### src/rtl/mul_fifo_pkg.sv
// Shared constants, operand-pair type and stage-slice helper for the multiplier operand FIFO.
// Latency: none (declarations only).
// Backpressure: not applicable.
package mul_fifo_pkg;

  // Default geometry: IEEE single operands, 4-entry FIFO, 3-stage multiplier.
  localparam int DEF_WIDTH   = 32;
  localparam int DEF_DEPTH   = 4;
  localparam int DEF_NUM_STG = 3;

  // Operand pair at the default width, {a, b} with a in the upper half.
  typedef struct packed {
    logic [DEF_WIDTH-1:0] a;
    logic [DEF_WIDTH-1:0] b;
  } opnd_pair_t;

  // LSB of stage k inside a flattened NUM_STG*WIDTH stage bus.
  function automatic int stg_lsb(input int k, input int w);
    return k * w;
  endfunction

endpackage

### src/rtl/mul_fifo_ram.sv
// Operand-pair storage: DEPTH x (2*WIDTH) words, one write port, one asynchronous read port.
// Latency: write lands on the clock edge; read data follows rd_addr combinationally.
// Backpressure: none here; the caller only writes when an entry is free.
module mul_fifo_ram
  import mul_fifo_pkg::*;
#(
  parameter int WIDTH = DEF_WIDTH,
  parameter int DEPTH = DEF_DEPTH,
  parameter int AW    = $clog2(DEPTH)
) (
  input  logic               clk,
  input  logic               wr_en,
  input  logic [AW-1:0]      wr_addr,
  input  logic [2*WIDTH-1:0] wr_data,
  input  logic [AW-1:0]      rd_addr,
  output logic [2*WIDTH-1:0] rd_data
);

  // Contents are never reset; only entries that have been written are ever issued.
  logic [2*WIDTH-1:0] mem [DEPTH];

  // Single write port.
  always_ff @(posedge clk) begin
    if (wr_en) begin
      mem[wr_addr] <= wr_data;
    end
  end

  assign rd_data = mem[rd_addr];

endmodule

### src/rtl/mul_operand_fifo.sv
// Operand FIFO feeding a NUM_STG-deep pipelined multiplier through an adv-driven operand/valid shift chain.
// Latency: a pair pushed at edge N reaches stage 0 at the next adv edge once it is at the head (no empty bypass).
// Backpressure: in_ready = ~full & ~flush; adv with an empty FIFO inserts a bubble. Macro MUL_FIFO_ERR_FLAGS_EN adds ovf_err/udf_err.
module mul_operand_fifo
  import mul_fifo_pkg::*;
#(
  parameter int WIDTH   = DEF_WIDTH,
  parameter int DEPTH   = DEF_DEPTH,
  parameter int NUM_STG = DEF_NUM_STG,
  parameter int CNT_W   = $clog2(DEPTH) + 1
) (
  input  logic                       clk,
  input  logic                       clear_b,
  input  logic                       flush,
  input  logic                       in_valid,
  output logic                       in_ready,
  input  logic [WIDTH-1:0]           a_in,
  input  logic [WIDTH-1:0]           b_in,
  input  logic                       adv,
  output logic [NUM_STG*WIDTH-1:0]   stg_a,
  output logic [NUM_STG*WIDTH-1:0]   stg_b,
  output logic [NUM_STG-1:0]         stg_vld,
  output logic [CNT_W-1:0]           count,
  output logic                       full,
  output logic                       empty
`ifdef MUL_FIFO_ERR_FLAGS_EN
  ,
  output logic                       ovf_err,
  output logic                       udf_err
`endif
);

  localparam int AW = $clog2(DEPTH);

  typedef struct packed {
    logic [WIDTH-1:0] a;
    logic [WIDTH-1:0] b;
  } pair_t;

  logic [AW-1:0]    wr_ptr;
  logic [AW-1:0]    rd_ptr;
  logic [CNT_W-1:0] cnt_q;
  logic             push;
  logic             pop;
  pair_t            wr_pair;
  pair_t            rd_pair;

  logic [WIDTH-1:0]   sa_q [NUM_STG];
  logic [WIDTH-1:0]   sb_q [NUM_STG];
  logic [NUM_STG-1:0] vld_q;

  // Status is derived from the registered count, so it is clean straight out of reset.
  assign full     = (cnt_q == CNT_W'(DEPTH));
  assign empty    = (cnt_q == '0);
  assign count    = cnt_q;

  // No pass-through when full: a same-cycle pop does not open a slot for the push.
  assign in_ready = ~full & ~flush;
  assign push     = in_valid & in_ready;
  assign pop      = adv & ~empty & ~flush;

  assign wr_pair  = {a_in, b_in};

  mul_fifo_ram #(
    .WIDTH (WIDTH),
    .DEPTH (DEPTH),
    .AW    (AW)
  ) u_ram (
    .clk     (clk),
    .wr_en   (push),
    .wr_addr (wr_ptr),
    .wr_data (wr_pair),
    .rd_addr (rd_ptr),
    .rd_data (rd_pair)
  );

  // Pointer and occupancy bookkeeping; pointers wrap naturally because DEPTH is a power of two.
  always_ff @(posedge clk or negedge clear_b) begin
    if (!clear_b) begin
      wr_ptr <= '0;
      rd_ptr <= '0;
      cnt_q  <= '0;
    end else if (flush) begin
      wr_ptr <= '0;
      rd_ptr <= '0;
      cnt_q  <= '0;
    end else begin
      if (push) begin
        wr_ptr <= wr_ptr + AW'(1);
      end
      if (pop) begin
        rd_ptr <= rd_ptr + AW'(1);
      end
      if (push && !pop) begin
        cnt_q <= cnt_q + CNT_W'(1);
      end else if (pop && !push) begin
        cnt_q <= cnt_q - CNT_W'(1);
      end
    end
  end

  // Stage chain: shifts on adv; stage 0 takes the head pair or a bubble that keeps its old data.
  always_ff @(posedge clk or negedge clear_b) begin
    if (!clear_b) begin
      for (int k = 0; k < NUM_STG; k++) begin
        sa_q[k] <= '0;
        sb_q[k] <= '0;
      end
      vld_q <= '0;
    end else if (flush) begin
      vld_q <= '0;
    end else if (adv) begin
      for (int k = 1; k < NUM_STG; k++) begin
        sa_q[k]  <= sa_q[k-1];
        sb_q[k]  <= sb_q[k-1];
        vld_q[k] <= vld_q[k-1];
      end
      if (pop) begin
        sa_q[0] <= rd_pair.a;
        sb_q[0] <= rd_pair.b;
      end
      vld_q[0] <= pop;
    end
  end

  // Flatten the per-stage registers onto the packed stage buses.
  always_comb begin
    stg_a = '0;
    stg_b = '0;
    for (int k = 0; k < NUM_STG; k++) begin
      stg_a[stg_lsb(k, WIDTH) +: WIDTH] = sa_q[k];
      stg_b[stg_lsb(k, WIDTH) +: WIDTH] = sb_q[k];
    end
  end

  assign stg_vld = vld_q;

`ifdef MUL_FIFO_ERR_FLAGS_EN
  // Sticky error flags: offered while full, or a bubble entering a chain that still holds live pairs.
  always_ff @(posedge clk or negedge clear_b) begin
    if (!clear_b) begin
      ovf_err <= 1'b0;
      udf_err <= 1'b0;
    end else if (flush) begin
      ovf_err <= 1'b0;
      udf_err <= 1'b0;
    end else begin
      if (in_valid && full) begin
        ovf_err <= 1'b1;
      end
      if (adv && empty && (|vld_q)) begin
        udf_err <= 1'b1;
      end
    end
  end
`endif

endmodule

### config.mk
export PLATFORM = sky130hd
export DESIGN_NAME = mul_operand_fifo
export DESIGN_NICKNAME = d
export VERILOG_FILES = /design/src/rtl/mul_fifo_pkg.sv /design/src/rtl/mul_fifo_ram.sv /design/src/rtl/mul_operand_fifo.sv
export SDC_FILE = /design/constraint.sdc
export NUM_CORES = 1
export LEC_CHECK = 0
export ABC_CLOCK_PERIOD_IN_PS = 7700
export CELL_PAD_IN_SITES_DETAIL_PLACEMENT = 0
export CELL_PAD_IN_SITES_GLOBAL_PLACEMENT = 1
export CORE_UTILIZATION = 50
export CTS_BUF_LIST = sky130_fd_sc_hd__clkbuf_16
export CTS_CLUSTER_SIZE = 20
export DETAILED_ROUTE_END_ITERATION = 16
export PLACE_DENSITY = 0.93
export SYNTH_ARGS = -nofsm -noshare
export SYNTH_HDL_FRONTEND = slang
export SYNTH_SLANG_ARGS = --single-unit
### constraint.sdc
create_clock -name clk -period 7.7 [get_ports clk]
set_clock_uncertainty 0.2 [all_clocks]
set_input_delay 1.54 -clock clk [delete_from_list [all_inputs] [get_ports clk]]
set_output_delay 1.54 -clock clk [all_outputs]
set_load 0.005 [all_outputs]
; After elaboration in Yosys (flattened, before gate mapping)
; Memory sizes are Yosys's and may differ from the RTL's. A register that Yosys moved wholly into a read port is not among the register bits.
; Index checks and enable logic that the tools add are counted.
[word_totals]
ff_bits = 138
ramBits = 256
word_cells = 44
input_bits = 69
out_inout_bits = 201
memories = 1
[classes]
eq_ne = 1
n_reduce_logical = 12
n_bitwise = 7
add_sub_neg = 4
n_mux = 11
[mem_list]
columns = memory, depth, word_bits, read_ports, rd_clocked_by_memory_dff, wr, line
row1 = u_ram.mem, 4, 64, 1, 1, 1, mul_fifo_ram.sv:20  ; logic [2*WIDTH-1:0] mem [DEPTH];
[op_table]
columns = operator, n
row1 = 3-bit two-way mux, 5
row2 = 2-bit two-way mux, 4
row3 = 2-bit nonzero test, 3
row4 = 2-bit by 1-bit adder with 2-bit output (second input constant), 2
row5 = 1-bit AND, 4
row6 = 3-bit by 1-bit adder with 3-bit output (second input constant), 1
row7 = 3-bit == test (second input constant), 1
row8 = 1-bit logical NOT, 3
row9 = 3-bit logical NOT, 1
row10 = 1-bit inverter, 3
row11 = 3-bit AND reduction, 1
row12 = 3-bit nonzero test, 1
row13 = 3-bit by 1-bit subtractor with 3-bit output (second input constant), 1
row14 = 1-bit logical AND, 2
row15 = 1-bit two-way mux, 2
row16 = 2-bit AND reduction, 1

; Logic depth before layout (Yosys ltp)
[depth]
word_depth = 9
ltp_mapped = 9
mapped_depth_nobuf = 9

; Modules after synthesis
; From an unflattened synthesis, not the netlist that was laid out.
[hier_totals]
cells_unflattened = 810
area_unflattened_um2 = 17476.8
[modules_own_cells]
columns = module, area_each_um2, seq_area_each_um2, cells_each, n_inst
row1 = mul_fifo_ram, 9341.5, 7687.4, 338, 1
row2 = mul_operand_fifo, 8135.3, 5054.8, 472, 1

; Worst setup path before layout
; OpenSTA, ideal clock, no wires.
[synth_timing]
kind = input port to flip-flop
start = input port in_valid
end = memory u_ram.mem[0][0] (netlist name), enable pin
t_arrival_ns = 3.394
slack_ns = 3.678
setup_ns = 0.429
stages = 3
path_buffers = 0
required_time_ns = 7.071
cell_sequence = inv_1 nor3_2 and2_1
[synth_via]
elab_chain_cells = 3
[synth_rtl]
columns = element, line
row1 = from (decl), mul_operand_fifo.sv:15  ; input logic in_valid,
row2 = 1-bit AND, mul_operand_fifo.sv:59  ; assign push = in_valid & in_ready;
row3 = 1-bit two-way mux, mul_fifo_ram.sv:24  ; if (wr_en) begin
row4 = 1-bit two-way mux (not written as such), mul_fifo_ram.sv:25  ; mem[wr_addr] <= wr_data;
row5 = to (decl), mul_fifo_ram.sv:20
; Every way passes these cells.

; Worst setup path after layout
[layout_timing]
start = input port flush
end = output port in_ready
[layout_via]
elab_chain_cells = 2
[layout_rtl]
columns = element, line
row1 = from (decl), mul_operand_fifo.sv:14  ; input logic flush,
row2 = 1-bit inverter (no line), n/a
row3 = 1-bit AND, mul_operand_fifo.sv:58  ; assign in_ready = ~full & ~flush;
row4 = to (decl), mul_operand_fifo.sv:16  ; output logic in_ready,
; Every way passes these cells.

==> impl_metrics.py <==
metrics = {
    "synthesis": {
        "synthesis.area_per_instance_um2": 21.42,
        "synth_top_family_by_area": "multiplexers",
        "synth_fa_ha_area_frac": 0.004043,
        "post_synth_instance_area_mm2": 0.01733,
        "post-synth-top-area-cell": "sky130_fd_sc_hd__edfxtp_1",
        "synth-compound-area-share": 0.003249,
        "synth.yosys.seq_area_share": 0.7353,
        "seq_cells_post_synth": 458,
        "post_synth_inst_count": 809,
        "synth.area.top_cells": "sky130_fd_sc_hd__edfxtp_1 (44%), sky130_fd_sc_hd__dfrtp_1 (29%), sky130_fd_sc_hd__mux2_2 (8.3%), sky130_fd_sc_hd__mux4_2 (8.3%), sky130_fd_sc_hd__mux2_4 (5.2%)",
        "yosysUniqueCellTypes": 36,
        "synth-xor-area-share": 0.002022,
        "ys_warn_count": 0,
        "post_synth_mux_area_share": 0.2245,
        "syn_nets": 883,
        "synth-simple-area-share": 0.01011,
        "synth_top_cell_area_share": 0.4436,
    },
    "clocking": {
        "clock_path_buffers": 3,
        "post_cts_hold_buffer_count": 0,
        "clkSlewWorstSetupHoldPaths_ns": 0.06,
        "htree_levels": 2,
        "cts.sink_count": 458,
        "post_cts_resize_count": 0,
        "clock_latency_ns": 0.53,
        "root_buffer_selected_by_cts": "sky130_fd_sc_hd__clkbuf_16",
        "cts-buffers-inserted": 46,
        "cts_setup_buffers": 0,
        "cts_tree": "built",
    },
    "timing": {
        "finalCritPeriodShare": 0.6062,
        "slew_headroom": 0.2640,
        "setup_total_negative_slack_ns": 0,
        "finalHoldViolations": 0,
        "rsz0062_at_grt": "false",
        "timing.fmax_mhz": 214.2,
        "finalWorstSetupSlack_ns": 3.032,
        "setup-violations-final": 0,
        "final_max_slew_viol_count": 0,
        "timing.final.crit_period_ns": 4.668,
        "worst_slew_pin_slew_ns": 1.104,
    },
    "drt": {
        "via_count": 8392,
        "wirelength_um": 33340,
        "detail_route.wl_per_cell_um": 21.11,
        "met2_length_um": 17070,
        "detailedRoute.firstPassIterationCount": 4,
        "drtIter0Drc": 431,
        "avgViaCountPerCell": 5.315,
        "maxUsedRoutingLayer": "met4",
        "wirelength_met1_um": 14210,
        "routed-wl-met3_um": 1526,
        "drtAntennaViolNets": 0,
        "drc": 0,
    },
    "place": {
        "dp_worst_setup_slack_ns": 2.553,
        "dp.final_hpwl_um": 19740,
        "gp_congestion": 0.7200,
        "numPortBuffers": 269,
    },
    "worst_setup_path": {
        "cp_max_fo": 14,
        "timing.critical_path.from_type": "input pin",
        "slowest_stage": "sky130_fd_sc_hd__clkdlybuf4s50_1",
        "worst_r2r_endpoint": "stg_a[9]$_DFFE_PN0P_",
        "critPathMaxStageDelay_ns": 0.67,
        "timing.critical_path.to_type": "output port",
        "setup.reg_to_reg.worst_slack_ns": 4.85,
        "reg2regPathDepth": 5,
        "worstPathCellList": "clkdlybuf4s50_1 -> nor2_1 -> clkdlybuf4s50_1",
        "timing.critical_path.required_ns": 5.96,
        "crit-reg2reg-launch": "count[2]$_DFFE_PN0P_",
        "setup.worst_path.class": "input pin to output port",
        "worstPathArrival_ns": 2.93,
        "timing.critical_path.mode_cell": "sky130_fd_sc_hd__clkdlybuf4s50_1",
    },
    "global_routing": {
        "first_global_vias": 9014,
        "grt_pass1_wl_um": 52010,
        "maximum_number_of_pins_on_one_net_before_global_route_repair": 82,
        "globalRouteTotalUtil": 0.1912,
        "antenna_found_initial": 1,
        "grt_remaining_overflow": 0,
    },
    "finish": {
        "flow.area_growth_from_synthesis_pct": 25.18,
        "final_layout_size_suffix_gt1_frac": 0.2909,
        "final.fill_count": 2308,
        "final_common_cell": "sky130_fd_sc_hd__clkdlybuf4s50_1",
        "antenna_cells_inserted": 0,
        "nets": 1168,
        "layout_common_cells": "sky130_fd_sc_hd__clkdlybuf4s50_1 (268), sky130_fd_sc_hd__edfxtp_1 (256), sky130_fd_sc_hd__dfrtp_1 (200)",
    },
    "die": {
        "die_h_um": 188.2,
        "dieWidth_um": 188.2,
        "io_pins": 270,
        "starting_density_of_the_core": 0.5130,
        "num_rows": 67,
        "core-area_mm2": 0.03378,
        "dieArea_mm2": 0.03541,
    },
    "power": {
        "power.sequential.fraction": 0.457,
        "static-leakage-power_uw": 0.008096,
        "intPower_uw": 6085,
        "power_switching_uw": 2113,
        "swShare": 0.2577,
        "vdd_ir_drop_max_mv": 0.1980,
        "clockPowerShare": 0.248,
        "power.combinational.fraction": 0.295,
        "power_density_mw_per_mm2": 377.9,
    },
    "hold_path": {
        "worstHoldPathType": "register to register",
        "hold_end": "stg_b[68]$_DFFE_PN0P_",
        "hold-path-cell-count": 1,
        "min_from": "stg_b[68]$_DFFE_PN0P_",
    },
    "outcome": {
        "run_status": "completed",
    },
    "job": {
        "maxCapViolations": 0,
    },
}
-- metrics by stage --
| step | instance area [um^2] | util | hold slack (ns) | std cells | total power, uW |
|---|---|---|---|---|---|
| 2_1_floorplan | 17330 | - | 0.3014 | 809 | 4832 |
| 3_3_place_gp | 20310 | 0.6013 | 0.2868 | 1494 | 6156 |
| 3_5_place_dp | 20310 | 0.6013 | 0.2927 | 1494 | 6249 |
| 4_1_cts | 21690 | 0.6422 | 0.3057 | 1579 | 8302 |
| 5_1_grt | 21690 | 0.6422 | 0.3215 | 1579 | 8585 |
| 6_report | 21690 | 0.6422 | 0.3004 | 1579 | 8198 |
-- cell usage after synthesis --
master,n
sky130_fd_sc_hd__edfxtp_1,256
sky130_fd_sc_hd__dfrtp_1,202
sky130_fd_sc_hd__mux2_2,128
sky130_fd_sc_hd__mux4_2,64
sky130_fd_sc_hd__mux2_4,60
sky130_fd_sc_hd__buf_4,12
sky130_fd_sc_hd__nor2_1,11
sky130_fd_sc_hd__and2_1,6
sky130_fd_sc_hd__buf_12,6
sky130_fd_sc_hd__buf_2,6
sky130_fd_sc_hd__buf_6,6
sky130_fd_sc_hd__buf_1,5
sky130_fd_sc_hd__inv_1,5
sky130_fd_sc_hd__mux2_1,5
sky130_fd_sc_hd__mux2i_1,5
sky130_fd_sc_hd__ha_1,4
sky130_fd_sc_hd__a21oi_1,3
sky130_fd_sc_hd__clkbuf_1,2
sky130_fd_sc_hd__nand2_1,2
sky130_fd_sc_hd__nand2b_1,2
sky130_fd_sc_hd__nor2b_1,2
sky130_fd_sc_hd__xnor2_1,2
sky130_fd_sc_hd__xor2_1,2
sky130_fd_sc_hd__a2111oi_2,1
sky130_fd_sc_hd__a211oi_1,1
sky130_fd_sc_hd__a2bb2oi_1,1
sky130_fd_sc_hd__fa_1,1
sky130_fd_sc_hd__inv_6,1
sky130_fd_sc_hd__nand2b_2,1
sky130_fd_sc_hd__nand3_1,1
sky130_fd_sc_hd__nor2_8,1
sky130_fd_sc_hd__nor3_2,1
sky130_fd_sc_hd__o21ai_0,1
sky130_fd_sc_hd__o21ai_1,1
sky130_fd_sc_hd__or3_4,1
sky130_fd_sc_hd__or3b_1,1
-- registers in the layout (all words and copies together) (netlist names) --
name	cells
count	3
rd_ptr	2
stg_a	96
stg_b	96
stg_vld	3
u_ram.mem	256
wr_ptr	2
-- critical path, delay by kind of cell --
family / cells / cell delay (ns)
AND/OR/NAND/NOR: 1 / 0.20
buffers and inverters: 2 / 1.18
-- layer usage --
layer | global-route usage | vias to the layer above
li1 | - | 3722
met1 | 0.2593 | 4397
met2 | 0.3249 | 228
met3 | 0.02943 | 45
met4 | 0.04972 | 0
met5 | 0 | -
-- worst max-delay path by stage --
stage / cells after the start / endpoint / slack (ns) / from
6_report: 3 / in_ready / 3.03 / flush
5_1_grt: 5 / stg_a[9]$_DFFE_PN0P_ / 2.92 / adv
4_1_cts: 3 / in_ready / 3.02 / flush
3_5_place_dp: 5 / stg_a[11]$_DFFE_PN0P_ / 2.55 / flush
3_3_place_gp: 5 / stg_a[11]$_DFFE_PN0P_ / 2.60 / flush
2_1_floorplan: 3 / u_ram.mem[0][0]$_DFFE_PP_ / 3.68 / in_valid
-- logic make-up (layout without fill, tap and decap cells) --
kind of cell               count (synthesis)  in the layout
buffers and inverters                     43            365
muxes                                    262            262
xor gates and xnor gates                   4              4
adders and majority gates                  5              5
AOI/OAI and AO/OA                          8              8
DFF                                      458            458
and+or+nand+nor                           29             29
-- area by class of cell --
cell class | instances | area (um^2) | share of cell area
multi-input cells | 308 | 4242 | 0.1955
clock buffers | 48 | 1201 | 0.05537
repair buffers | 274 | 2734 | 0.1260
well taps | 448 | 560.5 | 0.02584
clock inverters | 37 | 180.2 | 0.008305
inverters | 6 | 27.53 | 0.001269
flip-flops and latches | 458 | 12750 | 0.5877
-- power groups by stage --
stage / logic [uW] / clock network (uW) / registers (uW)
5_1_grt: 2580 / 2170 / 3840
2_1_floorplan: 1190 / 0 / 3640
3_3_place_gp: 2390 / 0 / 3760
6_report: 2420 / 2030 / 3750
3_5_place_dp: 2450 / 0 / 3800
4_1_cts: 2460 / 2080 / 3760
Note: power is estimated with default switching activity, not from simulation.
==> RTL edit: new RTL, same settings <==
The package constant `DEF_NUM_STG` goes from 3 to 6.
--- a/src/rtl/mul_fifo_pkg.sv
+++ b/src/rtl/mul_fifo_pkg.sv
@@ -7,5 +7,5 @@
   localparam int DEF_WIDTH   = 32;
   localparam int DEF_DEPTH   = 4;
-  localparam int DEF_NUM_STG = 3;
+  localparam int DEF_NUM_STG = 6;
 
   // Operand pair at the default width, {a, b} with a in the upper half.
Ports: changed (resized stg_a, stg_b and stg_vld); port bits go from 270 to 465. No check against the original RTL was run, so the function may have changed too.
==> RTL edit against the original RTL <==
Clock power grew 47%. Largest power group unchanged. Fmax shrank 1.4%. Largest cell class unchanged. Synthesized cell count grew 51%. Sequential cell count grew 195. Final cell count grew 54%. Synthesized area grew 43%. Setup slack lost 0.064 ns. Count of clock-buffer cells in the layout grew 24. Register-to-register slack gained 0.02 ns. Cell area grew 46%. Total power grew 55%. Highest routed layer is now met5. Wire length grew 58%.
==> RTL edit: results (changes against the original RTL) <==
<table>
<tr><th>Metric</th><th>Value</th></tr>
<tr><th colspan="2">Outcome</th></tr>
<tr><td>Run status</td><td>complete, no violations (unchanged)</td></tr>
<tr><th colspan="2">Finish</th></tr>
<tr><td>Share of post-route cells with drive strength above 1</td><td>14.5% (was 29.1%)</td></tr>
<tr><td># nets final</td><td>1780 (was 1168)</td></tr>
<tr><th colspan="2">Global routing</th></tr>
<tr><td>Total global-route track usage</td><td>21.3% (was 19.1%)</td></tr>
<tr><td>Wire length of the first global-routing pass</td><td>80900 microns (was 52000 microns)</td></tr>
<tr><th colspan="2">Place</th></tr>
<tr><td>GPL Wtd Cong</td><td>0.794 (was 0.720)</td></tr>
<tr><td>Number of buffers added on ports</td><td>464 (was 269)</td></tr>
<tr><th colspan="2">Clock network</th></tr>
<tr><td>Inserted Clock Buffers</td><td>68 (was 46)</td></tr>
<tr><td>H-Tree Depth</td><td>3 (was 2)</td></tr>
<tr><th colspan="2">Drt</th></tr>
<tr><td>Initial DRT Pass Iterations</td><td>5 (was 4)</td></tr>
<tr><td>Final Routed Wirelength</td><td>52500 microns (was 33300 microns)</td></tr>
<tr><td>Detailed router's first-iteration violation count</td><td>558 (was 431)</td></tr>
<tr><td>Via-per-instance ratio</td><td>5.22 (was 5.31)</td></tr>
<tr><th colspan="2">Yosys</th></tr>
<tr><td>Sequential cell area fraction in the yosys report</td><td>71.3% (was 73.5%)</td></tr>
<tr><td>Share of flip-flops with an asynchronous set or reset</td><td>60.8% (was 44.1%)</td></tr>
<tr><td>Nets in the synthesized netlist</td><td>1299 (was 883)</td></tr>
<tr><td>Xor and xnor area share after synthesis</td><td>0.142% (was 0.202%)</td></tr>
<tr><td>Primary flip-flop cell chosen by synthesis mapping</td><td>sky130_fd_sc_hd__dfrtp_1 (was sky130_fd_sc_hd__edfxtp_1)</td></tr>
<tr><td>Dominant cell by count in the synthesized netlist</td><td>sky130_fd_sc_hd__dfrtp_1 (was sky130_fd_sc_hd__edfxtp_1)</td></tr>
<tr><td>Complex-gate fraction of the synthesized area</td><td>0.228% (was 0.325%)</td></tr>
<tr><td>Share of synthesized cell area in full adder, half adder and majority cells</td><td>0.284% (was 0.404%)</td></tr>
<tr><td>Post-synthesis mux area share</td><td>24.6% (was 22.4%)</td></tr>
<tr><td>Netlist cell types</td><td>33 (was 36)</td></tr>
<tr><th colspan="2">Hold path</th></tr>
<tr><td>Beginning of the worst hold path</td><td>stg_a[181] (was stg_b[68])</td></tr>
<tr><th colspan="2">Worst setup path</th></tr>
<tr><td>Worst stage delay on the critical path</td><td>0.73 ns (was 0.67 ns)</td></tr>
<tr><td>Data arrival time at the worst-slack endpoint</td><td>2.99 ns (was 2.93 ns)</td></tr>
<tr><td>Top fanout value on the critical path</td><td>17 (was 14)</td></tr>
<tr><th colspan="2">Power and ir drop</th></tr>
<tr><td>Leakage power figure</td><td>12.5 nW (was 8.10 nW)</td></tr>
<tr><td>Worst IR Drop VDD</td><td>0.243 mV (was 0.198 mV)</td></tr>
</table>
-- RTL edit: metrics by stage --
step	hold slack (ns)	setup WS (ns)	area, sq um	cells
global placement	0.273	2.75	29700	2300
finish	0.289	2.97	31700	2424
global route	0.301	2.87	31700	2424
detailed placement	0.281	2.66	29700	2300
floorplan	0.289	3.56	24700	1225
CTS	0.293	2.95	31700	2420
-- RTL edit: final cells by class --
cell class / instances / area share [%]
Inverter: 6 / 0.0868
Timing Repair Buffer: 471 / 15.0
Multi-Input combinational cell: 506 / 20.3
Clock buffer: 72 / 5.68
Sequential cell: 653 / 55.6
Antenna cell: 4 / 0.0316
Tap cell: 664 / 2.62
Clock inverter: 48 / 0.722
-- RTL edit: cell families after synthesis --
family,count (synthesis)
AO/OA/AOI/OAI,8
adder cells (fa/ha/maj),5
multiplexers,457
flip-flops,653
AND/OR/NAND/NOR,32
buffers and inverters,66
XOR/XNOR,4
-- RTL edit: worst register-to-register path, delay by kind of cell (launching register included) --
kind,cells,cell delay [ns]
buffers and inverters,1,0.80
DFF,1,0.78
muxes,2,0.94
-- RTL edit: where the power goes --
part	internal, mW	switching [mW]
registers	4.76	0.945
logic	2.73	1.27
clock network	1.71	1.27
-- RTL edit: per-layer routing --
| layer | wire length [microns] | track usage, % | vias to the layer above |
|---|---|---|---|
| li1 | - | - | 5595 |
| met1 | 21200 | 26.8 | 6594 |
| met2 | 26500 | 35.5 | 362 |
| met3 | 3290 | 5.62 | 86 |
| met4 | 1430 | 8.25 | 10 |
| met5 | 69 | 0 | - |
-- RTL edit: worst paths after layout --
| path | end | slack, ns | cells past startpoint |
|---|---|---|---|
| setup / recovery | in_ready | 2.97 | 3 |
| hold / removal | stg_a[181] | 0.29 | 1 |
| setup reg to reg | stg_a[19] | 4.87 | 3 |
| hold reg to reg | stg_a[181] | 0.29 | 1 |
| max in group asynchronous | stg_b[66] | 5.04 | 2 |
| min in group asynchronous | stg_a[189] | 0.82 | 1 |
